### config.mk
export PLATFORM = sky130hd
export DESIGN_NAME = vga_draw
export DESIGN_NICKNAME = d
export VERILOG_FILES = /design/src/rtl/vga_draw_pkg.sv /design/src/rtl/vga_draw_timing.sv /design/src/rtl/vga_draw.sv
export SDC_FILE = /design/constraint.sdc
export NUM_CORES = 1
export LEC_CHECK = 0
export CAP_MARGIN = 20
export CORE_UTILIZATION = 35
export CTS_CLUSTER_DIAMETER = 150
export DETAILED_ROUTE_END_ITERATION = 7
export PLACE_DENSITY_LB_ADDON = 0.1
export SETUP_SLACK_MARGIN = 0.1
export SYNTH_ARGS = -nofsm -noshare
export SYNTH_HDL_FRONTEND = slang
export SYNTH_SLANG_ARGS = --single-unit
### constraint.sdc
create_clock -name clk -period 3.1 [get_ports clk]
set_clock_uncertainty 0.1 [all_clocks]
set_input_delay 0.93 -clock clk [delete_from_list [all_inputs] [get_ports clk]]
set_output_delay 0.93 -clock clk [all_outputs]
set_load 0.01 [all_outputs]
### src/rtl/vga_draw_pkg.sv
// Shared timing constants, tile-layout constants, colour codes and the
// snake body-column helper for the VGA snake renderer.
package vga_pkg;

    localparam int H_VIS   = 640;
    localparam int H_FP    = 16;
    localparam int H_SYNC  = 96;
    localparam int H_BP    = 48;
    localparam int H_TOTAL = H_VIS + H_FP + H_SYNC + H_BP;

    localparam int V_VIS   = 480;
    localparam int V_FP    = 10;
    localparam int V_SYNC  = 2;
    localparam int V_BP    = 33;
    localparam int V_TOTAL = V_VIS + V_FP + V_SYNC + V_BP;

    localparam int TILE_SHIFT = 4;
    localparam int SNAKE_ROW  = 15;
    localparam int APPLE_COL  = 30;
    localparam int APPLE_ROW  = 8;
    localparam int HEAD_START = 10;

    typedef struct packed {
        logic r;
        logic g;
        logic b;
    } rgb_t;

    localparam rgb_t C_BLACK  = 3'b000;
    localparam rgb_t C_BLUE   = 3'b001;
    localparam rgb_t C_GREEN  = 3'b010;
    localparam rgb_t C_YELLOW = 3'b110;
    localparam rgb_t C_RED    = 3'b100;

    // Column of the k-th body cell behind the head; wraps within 1..col_max.
    function automatic logic [5:0] body_col(input logic [5:0] head,
                                            input logic [3:0] k,
                                            input logic [5:0] col_max);
        logic [6:0] c;
        c = {1'b0, head} - {3'b000, k};
        if (c[6] || (c == 7'd0))
            c = c + {1'b0, col_max};
        return c[5:0];
    endfunction

endpackage

### src/rtl/vga_draw_timing.sv
// Horizontal/vertical raster counters with combinational sync, visible and
// frame-end decode.  Sync outputs are active low.
module vga_timing #(
    parameter int H_VIS  = vga_pkg::H_VIS,
    parameter int H_FP   = vga_pkg::H_FP,
    parameter int H_SYNC = vga_pkg::H_SYNC,
    parameter int H_BP   = vga_pkg::H_BP,
    parameter int V_VIS  = vga_pkg::V_VIS,
    parameter int V_FP   = vga_pkg::V_FP,
    parameter int V_SYNC = vga_pkg::V_SYNC,
    parameter int V_BP   = vga_pkg::V_BP
) (
    input  logic       clk,
    input  logic       reset,
    output logic [9:0] h,
    output logic [9:0] v,
    output logic       visible,
    output logic       h_sync,
    output logic       v_sync,
    output logic       frame_end
);
    localparam logic [9:0] H_VIS_L  = 10'(H_VIS);
    localparam logic [9:0] HS_START = 10'(H_VIS + H_FP);
    localparam logic [9:0] HS_END   = 10'(H_VIS + H_FP + H_SYNC);
    localparam logic [9:0] H_LAST   = 10'(H_VIS + H_FP + H_SYNC + H_BP - 1);
    localparam logic [9:0] V_VIS_L  = 10'(V_VIS);
    localparam logic [9:0] VS_START = 10'(V_VIS + V_FP);
    localparam logic [9:0] VS_END   = 10'(V_VIS + V_FP + V_SYNC);
    localparam logic [9:0] V_LAST   = 10'(V_VIS + V_FP + V_SYNC + V_BP - 1);

    always_ff @(posedge clk) begin
        if (reset) begin
            h <= '0;
            v <= '0;
        end else if (h == H_LAST) begin
            h <= '0;
            v <= (v == V_LAST) ? 10'd0 : v + 10'd1;
        end else begin
            h <= h + 10'd1;
        end
    end

    assign visible   = (h < H_VIS_L) && (v < V_VIS_L);
    assign h_sync    = !((h >= HS_START) && (h < HS_END));
    assign v_sync    = !((v >= VS_START) && (v < VS_END));
    assign frame_end = (h == H_LAST) && (v == V_LAST);

endmodule

### src/rtl/vga_draw.sv
// VGA snake demo: raster timing, 16x16 tile decode, snake motion state and
// registered pin outputs (all five pins share one clock of latency).
module vga_draw #(
    parameter int MOVE_FRAMES = 8,
    parameter int SNAKE_LEN   = 4,
    parameter int H_VIS       = vga_pkg::H_VIS,
    parameter int H_FP        = vga_pkg::H_FP,
    parameter int H_SYNC      = vga_pkg::H_SYNC,
    parameter int H_BP        = vga_pkg::H_BP,
    parameter int V_VIS       = vga_pkg::V_VIS,
    parameter int V_FP        = vga_pkg::V_FP,
    parameter int V_SYNC      = vga_pkg::V_SYNC,
    parameter int V_BP        = vga_pkg::V_BP,
    parameter int SNAKE_ROW   = vga_pkg::SNAKE_ROW,
    parameter int APPLE_COL   = vga_pkg::APPLE_COL,
    parameter int APPLE_ROW   = vga_pkg::APPLE_ROW,
    parameter int HEAD_START  = vga_pkg::HEAD_START
) (
    input  logic clk,
    input  logic reset,
    output logic red_o,
    output logic grn_o,
    output logic blu_o,
    output logic h_sync_o,
    output logic v_sync_o
);
    import vga_pkg::*;

    localparam int COLS = H_VIS >> TILE_SHIFT;
    localparam int ROWS = V_VIS >> TILE_SHIFT;
    localparam int FW   = (MOVE_FRAMES > 1) ? $clog2(MOVE_FRAMES) : 1;

    localparam logic [5:0]    COL_LAST = 6'(COLS - 1);
    localparam logic [5:0]    COL_MAX  = 6'(COLS - 2);
    localparam logic [5:0]    HEAD0    = 6'(HEAD_START);
    localparam logic [5:0]    A_COL    = 6'(APPLE_COL);
    localparam logic [4:0]    ROW_LAST = 5'(ROWS - 1);
    localparam logic [4:0]    S_ROW    = 5'(SNAKE_ROW);
    localparam logic [4:0]    A_ROW    = 5'(APPLE_ROW);
    localparam logic [FW-1:0] FC_LAST  = FW'(MOVE_FRAMES - 1);

    logic [9:0]    t_h;
    logic [9:0]    t_v;
    logic          t_visible;
    logic          t_hs;
    logic          t_vs;
    logic          frame_end;
    logic [5:0]    col;
    logic [4:0]    row;
    logic [5:0]    head_col;
    logic [FW-1:0] frame_cnt;
    logic          body_hit;
    rgb_t          rgb;

    vga_timing #(
        .H_VIS (H_VIS),  .H_FP (H_FP),  .H_SYNC (H_SYNC),  .H_BP (H_BP),
        .V_VIS (V_VIS),  .V_FP (V_FP),  .V_SYNC (V_SYNC),  .V_BP (V_BP)
    ) u_timing (
        .clk       (clk),
        .reset     (reset),
        .h         (t_h),
        .v         (t_v),
        .visible   (t_visible),
        .h_sync    (t_hs),
        .v_sync    (t_vs),
        .frame_end (frame_end)
    );

    assign col = 6'(t_h >> TILE_SHIFT);
    assign row = 5'(t_v >> TILE_SHIFT);

    always_comb begin
        body_hit = 1'b0;
        rgb      = C_BLACK;
        for (int k = 1; k < SNAKE_LEN; k++) begin
            if (col == body_col(head_col, 4'(k), COL_MAX))
                body_hit = 1'b1;
        end
        // First match wins: border, head, body, apple, background.
        if (!t_visible)
            rgb = C_BLACK;
        else if ((col == '0) || (col == COL_LAST) || (row == '0) || (row == ROW_LAST))
            rgb = C_BLUE;
        else if ((row == S_ROW) && (col == head_col))
            rgb = C_YELLOW;
        else if ((row == S_ROW) && body_hit)
            rgb = C_GREEN;
        else if ((col == A_COL) && (row == A_ROW))
            rgb = C_RED;
    end

    always_ff @(posedge clk) begin
        if (reset) begin
            red_o     <= 1'b0;
            grn_o     <= 1'b0;
            blu_o     <= 1'b0;
            h_sync_o  <= 1'b1;
            v_sync_o  <= 1'b1;
            frame_cnt <= '0;
            head_col  <= HEAD0;
        end else begin
            red_o    <= rgb.r;
            grn_o    <= rgb.g;
            blu_o    <= rgb.b;
            h_sync_o <= t_hs;
            v_sync_o <= t_vs;
            // Snake state only moves at frame end so a frame never tears.
            if (frame_end) begin
                if (frame_cnt == FC_LAST) begin
                    frame_cnt <= '0;
                    head_col  <= (head_col == COL_MAX) ? 6'd1 : head_col + 6'd1;
                end else begin
                    frame_cnt <= frame_cnt + FW'(1);
                end
            end
        end
    end

endmodule

==> results of run 1 <==
==> Yosys cell counts, drive strengths merged, types with 2 or more instances <==
library cell and n:
ha 20, and4 4, mux2i 8, nor4b 2
or4 2, clkbuf 11, or3b 2, and4b 2
inv 16, and3 2, o22ai 2, xor2 20
or3 3, o31ai 2, a311oi 2, nand4b 5
a31o 2, a311o 3, buf 12, a21oi 13
nor4 2, a2111oi 4, a31oi 2, nand2 22
nand3b 4, nor3b 4, a21boi 3, xnor2 28
nor2b 2, dfxtp 34, nor2 39, nand3 15
or2 5, nor3 7, a211oi 3, o21ai 9
nand4 8
==> sequential cells by signal, indices dropped and copies added (netlist names) <==
name,count
u_timing.h,10
u_timing.v,10
head_col,6
frame_cnt,3
blu_o,1
grn_o,1
h_sync_o,1
red_o,1
v_sync_o,1
==> kinds of logic after synthesis <==
| logic type | after synthesis |
|---|---|
| xor gates and xnor gates | 49 |
| DFF | 34 |
| buffers and inverters | 39 |
| muxes | 9 |
| and+or+nand+nor | 134 |
| AOI/OAI and AO/OA | 52 |
| adders and majority gates | 20 |
==> placed cells by master, fill, tap and decap left out, types with 4 or more instances in the layout <==
master and count:
a21oi_1 11, clkbuf_8 6, xnor2_1 23, nand4_1 8, xor2_1 20, mux2i_1 7, nand3b_1 4, buf_4 12
xnor2_2 5, clkdlybuf4s50_1 6, o21ai_0 8, ha_1 20, nand3_1 15, nor2_1 39, dfxtp_1 33, nand4b_1 5
nor3_1 7, and4_1 4, or2_2 5, inv_1 16, nand2_1 22
==> worst reg2reg max path: stages (launching register included) <==
cell and delay [ns]:
dfxtp_1 0.44, inv_1 0.16, ha_1 0.29, xnor2_1 0.27
ha_1 0.33, o21bai_1 0.22, a21bo_2 0.16, nand2_1 0.05
a2111oi_1 0.40, a311oi_1 0.14, a21oi_1 0.14
==> where the power goes <==
part           switching (mW)  internal, mW  leakage [nW]
Combinational          0.0116       0.00812         0.845
Sequential            0.00370         0.440         0.275
Clock                   0.174         0.179        0.0472
Total                   0.190         0.627          1.17
==> metal layers <==
metal | vias up | wire length (µm) | global-route usage [%]
met3 | 16 | 193 | 3.45
met4 | 0 | 150 | 6.08
met1 | 1066 | 3220 | 23.1
met5 | - | 0 | 0
met2 | 34 | 2810 | 26.1
li1 | 1188 | - | -
==> area by class of cell <==
| class | instances | area [µm²] | area share [%] |
|---|---|---|---|
| clock buffer | 6 | 82.6 | 2.71 |
| clock inverter | 2 | 12.5 | 0.411 |
| inverter | 16 | 60.1 | 1.97 |
| multi-input combinational | 264 | 1930 | 63.4 |
| sequential | 34 | 682 | 22.4 |
| tap | 102 | 128 | 4.19 |
| timing repair buffer | 18 | 150 | 4.93 |
==> repair_timing <==
item	in CTS	in global routing
setup buffers	0	0
gates resized for setup	0	5
endpoints found under the setup margin	0	1
==> final timing paths <==
path,depth (start not counted),slack (ns),startpoint,endpoint
worst max-delay path,10,0.33,head_col[1],grn_o
worst max register to register,10,0.33,head_col[1],grn_o
worst min register to register,2,0.37,frame_cnt[1],frame_cnt[1]
worst min-delay path,2,0.37,frame_cnt[1],frame_cnt[1]
==> results.ini, run 1 <==
[timing]
slew_violations = 0
worst_slew_pin_slew_ns = 0.798
fmax_mhz = 361
finalHoldViolations = 0
timing.slew.headroom_pct = 46.7
fin_crit_sh_pct = 89.3
rsz0062_at_grt = false
post-route-min-period_ns = 2.77
setup_viol = 0
setup_slack_ns = 0.332
tns_ns = 0
hold_ws_ns = 0.374

[synthesis]
synth_top_cell_area_share_pct = 24.6
ys_seq_elements = 34
async_flop_share_pct = 0
yosys.area_share.simple_pct = 26.2
avgSynthCellArea_um2 = 8.21
yosysSeqAreaShare_pct = 24.6
synthAdderAreaFrac_pct = 9.05
synthesis.instances = 337
synth_top_family_by_area = simple AND/OR/NAND/NOR gates
syn-num-nets = 359
synth_largest_area_cell = dfxtp_1
yosysUniqueCellTypes = 60
synthTopCellsByArea = dfxtp_1, ha_1, xnor2_1, xor2_1, nor2_1
synth_xor_area_share_pct = 17.4
synth_flop_cell = dfxtp_1
yosys_warnings = 0
synth_mux_area_share_pct = 3.30
synth-edff-count = 0
synth_compound_area_share_pct = 13.6
netlist_area_um2 = 2770

[placement]
port-buffer-count = 6
placedInstanceArea_um2 = 2940
dp_slack_ns = 0.320
placed_cells = 434
dpl.hpwl_mm = 4.87
place_congestion = 0.835

[floorplan]
core_area_um2 = 7690
rows = 32
ioPinCount = 7
die_area_um2 = 8260
start_util_pct = 36.0
die_height_um = 90.9
dieWidth_um = 90.9

[clock_tree]
clk_latency_ns = 0.29
root_buffer = clkbuf_8
cts_buffers = 5
htree_levels = 2
clk_path_buf_depth = 2
cts_tree = yes
cts_num_sinks = 34
ctsHoldBuffers = 0
clkTransAtPathRegs_ns = 0.08

[detailed_routing]
wl_mm = 6.37
vias = 2304
ant_nets = 0
vias_per_cell = 5.21
drc_errors = 0
drtIter0Drc = 58
wl_per_cell_um = 14.4
dr.pass1.iters = 4

[critical_path]
critical_path_buf_inv_count = 1
crit_top_cell = ha_1
path_max_fanout = 7
crit_chain = inv_1 -> ha_1 -> xnor2_1 -> ha_1 -> o21bai_1 -> a21bo_2 -> nand2_1 -> a2111oi_1 -> a311oi_1 -> a21oi_1
endpoint_kind = register
startpoint_type = register
cpPeakStageDelay_ns = 0.44
crit_family = compound AO/OA/AOI/OAI gates
worst_ep_required_time_ns = 3.23
cp.arrival_ns = 2.90
path_class = reg -> reg
worst_path_max_delay_cell = dfxtp_1

[global_routing]
grt_pass1_vias = 2189
grt-ovfl-total = 0
grt_pass1_wl_mm = 11.0
grt_max_degree = 19
grt_use_total_pct = 16.9
antenna_found_initial = 0

[power]
power_density_nw_per_um2 = 268
peakVddDrop_v = 0.000205
p_leak_nw = 1.17
power_mw = 0.817

[final_layout]
areaGrowthSynthToFinish_pct = 10.0
fin_util_pct = 39.6
final_area_um2 = 3040
nNetsFinal = 361
stdcell_count = 442
drive_gt1_share_pct = 12.6
fillerInstances = 819
antenna_cells = 0

[run]
cap_viol_max_count = 0

[run_status]
status = complete, no violations

[worst_hold_path]
hp-class = reg -> reg

Note: power is estimated with default switching activity, not from simulation.
==> run 2, diff against run 1 <==
--- a/config.mk
+++ b/config.mk
@@ -5,7 +5,6 @@
 export SDC_FILE = /design/constraint.sdc
 export NUM_CORES = 1
 export LEC_CHECK = 0
-export CAP_MARGIN = 20
 export CORE_UTILIZATION = 35
 export CTS_CLUSTER_DIAMETER = 150
 export DETAILED_ROUTE_END_ITERATION = 7
==> results of run 2 <==
Same layout as run 1: the final DEF is identical, and so are final timing and power.
